<file path="src/rtl/serial_add_if.sv">
// Handshake and operand/result bundle for serial_add_unit.
// The sub field exists only when SERIAL_ADD_SUB_EN is defined.
interface serial_add_if #(
    parameter int W = 8
);
    logic         start;
    logic [W-1:0] a;
    logic [W-1:0] b;
    logic         cin;
`ifdef SERIAL_ADD_SUB_EN
    logic         sub;
`endif
    logic         busy;
    logic         done;
    logic [W-1:0] sum;
    logic         cout;
    logic         ovf;

`ifdef SERIAL_ADD_SUB_EN
    modport master (output start, a, b, cin, sub, input busy, done, sum, cout, ovf);
    modport slave  (input start, a, b, cin, sub, output busy, done, sum, cout, ovf);
`else
    modport master (output start, a, b, cin, input busy, done, sum, cout, ovf);
    modport slave  (input start, a, b, cin, output busy, done, sum, cout, ovf);
`endif
endinterface

</file>
<file path="src/rtl/serial_add_unit.sv">
// serial_add_unit: W-bit bit-serial adder (LSB first), one full-adder cell
// plus a carry flop. Start/busy/done handshake; results held until the
// next operation completes.
// Optional macro SERIAL_ADD_SUB_EN adds a sub input giving A-B mod 2^W.
module serial_add_unit #(
    parameter int W     = 8,
    parameter int CNT_W = $clog2(W) + 1
) (
    input  logic         clk,
    input  logic         rst,
    serial_add_if.slave  bus
);
    typedef enum logic [1:0] {IDLE, RUN, DONE} state_t;

    state_t       state_q, state_d;
    logic [W-1:0] sha_q, sha_d;
    logic [W-1:0] shb_q, shb_d;
    logic [W-1:0] res_q, res_d;
    logic         carry_q, carry_d;
    logic [CNT_W-1:0] cnt_q, cnt_d;
    logic [W-1:0] sum_q, sum_d;
    logic         cout_q, cout_d;
    logic         ovf_q, ovf_d;

    logic         fa_s, fa_c;
    logic [W-1:0] b_cap;
    logic         c_cap;

    // Full-adder cell on the current LSBs, plus operand conditioning at capture
    always_comb begin
        fa_s = sha_q[0] ^ shb_q[0] ^ carry_q;
        fa_c = (sha_q[0] & shb_q[0]) | (sha_q[0] & carry_q) | (shb_q[0] & carry_q);
`ifdef SERIAL_ADD_SUB_EN
        // Subtract as A + ~B + 1; cin is ignored in that mode
        b_cap = bus.sub ? ~bus.b : bus.b;
        c_cap = bus.sub ? 1'b1 : bus.cin;
`else
        b_cap = bus.b;
        c_cap = bus.cin;
`endif
    end

    // Next-state and datapath update
    always_comb begin
        state_d = state_q;
        sha_d   = sha_q;
        shb_d   = shb_q;
        res_d   = res_q;
        carry_d = carry_q;
        cnt_d   = cnt_q;
        sum_d   = sum_q;
        cout_d  = cout_q;
        ovf_d   = ovf_q;
        case (state_q)
            IDLE: begin
                if (bus.start) begin
                    sha_d   = bus.a;
                    shb_d   = b_cap;
                    carry_d = c_cap;
                    res_d   = '0;
                    cnt_d   = '0;
                    state_d = RUN;
                end
            end
            RUN: begin
                res_d   = {fa_s, res_q[W-1:1]};
                sha_d   = sha_q >> 1;
                shb_d   = shb_q >> 1;
                carry_d = fa_c;
                cnt_d   = cnt_q + 1'b1;
                if (cnt_q == CNT_W'(W - 1)) begin
                    // Last bit: carry_q is the carry into the MSB, fa_c the carry out
                    sum_d   = {fa_s, res_q[W-1:1]};
                    cout_d  = fa_c;
                    ovf_d   = carry_q ^ fa_c;
                    state_d = DONE;
                end
            end
            DONE:    state_d = IDLE;
            default: state_d = IDLE;
        endcase
    end

    // State and datapath registers; reset aborts any operation in flight
    always_ff @(posedge clk) begin
        if (rst) begin
            state_q <= IDLE;
            sha_q   <= '0;
            shb_q   <= '0;
            res_q   <= '0;
            carry_q <= 1'b0;
            cnt_q   <= '0;
            sum_q   <= '0;
            cout_q  <= 1'b0;
            ovf_q   <= 1'b0;
        end else begin
            state_q <= state_d;
            sha_q   <= sha_d;
            shb_q   <= shb_d;
            res_q   <= res_d;
            carry_q <= carry_d;
            cnt_q   <= cnt_d;
            sum_q   <= sum_d;
            cout_q  <= cout_d;
            ovf_q   <= ovf_d;
        end
    end

    assign bus.busy = (state_q == RUN);
    assign bus.done = (state_q == DONE);
    assign bus.sum  = sum_q;
    assign bus.cout = cout_q;
    assign bus.ovf  = ovf_q;
endmodule

</file>
<file path="src/flat_wrapper.sv">
// flat-port wrapper written by rule: the top's interface ports become plain ports
module serial_add_unit_flat 
#(
    parameter int W     = 8,
    parameter int CNT_W = $clog2(W) + 1
)
  (clk, rst, bus_start, bus_a, bus_b, bus_cin, bus_busy, bus_done, bus_sum, bus_cout, bus_ovf);
  serial_add_if #(.W(W)) bus_i ();
  input  logic clk;
  input  logic rst;
  input wire logic [$bits(bus_i.start)-1:0] bus_start;
  input wire logic [$bits(bus_i.a)-1:0] bus_a;
  input wire logic [$bits(bus_i.b)-1:0] bus_b;
  input wire logic [$bits(bus_i.cin)-1:0] bus_cin;
  output wire logic [$bits(bus_i.busy)-1:0] bus_busy;
  output wire logic [$bits(bus_i.done)-1:0] bus_done;
  output wire logic [$bits(bus_i.sum)-1:0] bus_sum;
  output wire logic [$bits(bus_i.cout)-1:0] bus_cout;
  output wire logic [$bits(bus_i.ovf)-1:0] bus_ovf;
  assign bus_i.start = bus_start;
  assign bus_i.a = bus_a;
  assign bus_i.b = bus_b;
  assign bus_i.cin = bus_cin;
  assign bus_busy = bus_i.busy;
  assign bus_done = bus_i.done;
  assign bus_sum = bus_i.sum;
  assign bus_cout = bus_i.cout;
  assign bus_ovf = bus_i.ovf;
  serial_add_unit #(.W(W), .CNT_W(CNT_W)) u_core (.clk(clk), .rst(rst), .bus(bus_i));
endmodule
</file>
<file path="config.mk">
export PLATFORM = sky130hd
export DESIGN_NAME = serial_add_unit_flat
export DESIGN_NICKNAME = d
export VERILOG_FILES = /design/src/rtl/serial_add_if.sv /design/src/rtl/serial_add_unit.sv /design/src/flat_wrapper.sv
export SDC_FILE = /design/constraint.sdc
export NUM_CORES = 1
export LEC_CHECK = 0
export BUFFER_PORTS_ARGS = -buffer_cell sky130_fd_sc_hd__buf_2
export CAP_MARGIN = 20
export CORE_MARGIN = 4
export CORE_UTILIZATION = 57
export CTS_BUF_LIST = sky130_fd_sc_hd__clkbuf_8
export DETAILED_ROUTE_END_ITERATION = 6
export PLACE_DENSITY = 0.77
export SYNTH_ARGS = -nofsm -noshare
export SYNTH_HDL_FRONTEND = slang
export SYNTH_SLANG_ARGS = --single-unit
</file>
<file path="constraint.sdc">
create_clock -name clk -period 1.57 [get_ports clk]
set_input_delay 0.2355 -clock clk [delete_from_list [all_inputs] [get_ports clk]]
set_output_delay 0.2355 -clock clk [all_outputs]
set_load 0.02 [all_outputs]
</file>
==> flow_summary.ini <==
[status]
status = finished clean

[floorplanning]
fp.dieArea_sq_um = 4210
die_h_um = 64.9
core_sq_um = 3080
ios = 32
start_util_pct = 59.9
die_w_um = 64.9
rows = 20

[pwr]
clock_power_share_pct = 33.2
power_density_nw_per_um2 = 950
swShare_pct = 25.1
seqPwrFrac_pct = 53.9
p_leak_nw = 0.907
power_frac_comb_pct = 12.9
power_switching_mw = 0.511
ir_worst_vdd_uv = 598
intPower_mw = 1.53

[yosys]
synth.distinct_cells = 29
syn-num-nets = 249
synthXorXnorAreaFrac_pct = 0.475
muxShareOfSynthArea_pct = 0.543
syn_area_per_cell_sq_um = 8.12
ys_warn_count = 0
ys_ff_latch = 40
synth_simple_gate_area_share_pct = 15.3
synth_area_sq_um = 1840
ys_seq_area_share_pct = 43.4
synthAdderAreaFrac_pct = 1.77
synth_top_family_by_area = compound AO/OA/AOI/OAI gates
netlist_instances = 227
synth_compound_area_share_pct = 29.5

[placement]
hpwl_um = 2620
place_congestion = 0.755
port_buffers = 31

[routing]
drc = 0
totalWireLength_um = 3900
drtIter0Drc = 132
routedWlPerCell_um = 12.9
met1_length_um = 1850
dr_wl_met3_um = 136
first_pass_iters = 4
vias_per_cell = 5.47
met2_length_um = 1840
ant_nets = 0
vias = 1646
highest_layer = met4

[worst_setup_path]
endpoint_kind = output pin
crit_required_ns = 1.33
start_kind = flop
slowest_delay_ns = 0.43
crit_arrival_ns = 1.27
cp_max_fo = 23
cp_top_family = flip-flops
path_buf_inv = 2
path_cells = nand2b_4, inv_4, buf_2
slowest_stage = dfxtp_1
crit_type = flop to output pin
regToRegSetupSlack_ns = 0.16

[clocking]
clkLatencyLatePin_ns = 0.29
numCtsBuffers = 5
post_cts_buffers = 0
root_buffer = clkbuf_8
htree_levels = 2
cts_buffer_depth = 2
clk_pin_slew_ns = 0.07
cts_tree = yes
clock-sinks = 40

[timing]
skew_ns = 0.00560
setup_viol_count_final = 0
tns_ns = 0
rsz0062_at_grt = no
hold_viol = 0
clock.fmax_ghz = 0.665
min_period_over_period_pct = 95.7
post-route-min-period_ns = 1.50
tightest_slew_ns = 0.484
fin_worst_hold_slack_ns = 0.227
slew_violations = 0
slew_headroom_pct = 67.7

[job]
timing.max_cap.violations = 0

[cells_and_area]
synthToLayoutAreaGrowth_pct = 16.4
layout-drive-gt1-share_pct = 26.1
final_net_count = 278
antenna_cells = 0

[grt]
antenna_found_initial = 0
grt_pass1_vias = 1526
grt_pass1_wl_um = 6700
grtUsageTotal_pct = 20.5
grt_max_degree = 24
gr-total-overflow = 0

[worst_hold_path]
hp-class = primary input to flop
==> power by group through the flow <==
stage          clock [mW]  sequential, mW  combinational [mW]
2_1_floorplan           0            1.11               0.192
3_3_place_gp            0            1.12               0.253
3_5_place_dp            0            1.12               0.259
4_1_cts             0.701            1.10               0.261
5_1_grt             0.736            1.10               0.294
6_report            0.678            1.10               0.262
==> worst register-to-register path: cells and delay by family, from the launching register on <==
family	cells	cell delay, ns
flops	1	0.37
fa+ha+maj	1	0.22
simple gates	1	0.35
compound gates	2	0.37
==> synthesized netlist by cell type <==
cell,count,area (sq um)
a211oi_1,2,15.0
o22ai_1,2,12.5
dfxtp_1,40,801
nand2_1,3,11.3
fa_1,1,20.0
a21oi_1,44,220
nor2_1,38,143
o21bai_1,1,7.51
nand3b_1,1,7.51
or3_1,1,6.26
xnor2_1,1,8.76
nor2b_1,4,25.0
buf_2,6,30.0
nand3_1,11,55.1
a22oi_1,8,60.1
nand2b_4,1,13.8
ha_1,1,12.5
buf_6,2,22.5
inv_2,1,3.75
mux2i_1,1,10.0
a311oi_1,1,8.76
o21ai_0,9,45.0
inv_1,17,63.8
nor3_1,1,5.00
clkbuf_1,12,45.0
a31oi_1,1,6.26
and3b_1,1,8.76
or2_2,1,6.26
o221a_2,15,169
==> logic make-up after synthesis <==
| family | Yosys count |
|---|---|
| mux | 1 |
| simple gates | 62 |
| fa+ha+maj | 2 |
| compound gates | 83 |
| flops | 40 |
| xor+xnor | 1 |
| buf+inv | 38 |
==> sequential cells by signal, summed over array words and instances (netlist names) <==
signal and cells:
u_core.carry_q 1, u_core.state_q 2, u_core.sha_q 8, u_core.cnt_q 4
u_core.bus.sum 8, u_core.bus.ovf 1, u_core.shb_q 8, u_core.res_q 7
u_core.bus.cout 1
==> layer usage <==
layer | global-route usage (%) | up-vias
met2 | 32.1 | 24
met5 | 0 | -
met1 | 25.3 | 768
met4 | 10.8 | 0
met3 | 6.24 | 6
li1 | - | 848
==> cell usage in the layout (no fill, tap or decap), types with 2 or more instances in the layout <==
cell / Yosys / layout
buf_2: 6 / 31
buf_4: 0 / 10
o221a_2: 15 / 15
o22ai_1: 2 / 2
a21oi_1: 44 / 44
nor2_1: 38 / 38
nand2_1: 3 / 3
o21ai_0: 9 / 9
dfxtp_1: 40 / 40
nand3_1: 11 / 11
clkbuf_8: 0 / 6
inv_1: 17 / 19
a211oi_1: 2 / 2
a22oi_1: 8 / 8
nor2b_1: 4 / 4
==> final cells by class <==
type                            instances  area, sq um
Clock buffer                            6         82.6
Clock inverter                          2         7.51
Fill cell                             266          933
Inverter                               18         70.1
Multi-Input combinational cell        149          878
Sequential cell                        40          801
Tap cell                               44         55.1
Timing Repair Buffer                   42          250
==> final timing paths <==
check / startpoint / end / cells past startpoint
worst max-delay path: u_core.state_q[0]$_SDFFE_PP0P_ / bus_busy / 3
worst min-delay path: bus_b[7] / u_core.shb_q[7]$_SDFFE_PP0P_ / 3
worst max register to register: u_core.cnt_q[0]$_SDFFE_PP0P_ / u_core.bus.ovf$_SDFFE_PP0P_ / 4
worst min register to register: u_core.bus.sum[6]$_SDFFE_PP0P_ / u_core.bus.sum[6]$_SDFFE_PP0P_ / 2
==> through the flow <==
step | std cells | util [%] | power, mW | worst slack, ns | area (sq um)
CTS | 301 | 69.6 | 2.06 | 0.0177 | 2140
finish | 301 | 69.7 | 2.04 | 0.0670 | 2140
global route | 301 | 69.7 | 2.13 | 0.00103 | 2140
floorplan | 227 | - | 1.30 | 0.286 | 1840
detailed placement | 293 | 66.6 | 1.38 | 0.0400 | 2050
global placement | 293 | 66.6 | 1.37 | 0.163 | 2050
==> what timing repair did <==
action / in CTS / in global routing
pin swaps: 0 / 0
hold buffers: 0 / 0
resized for setup: 1 / 1
endpoints found under the setup margin: 1 / 1
(Power assumes the default switching activity.)
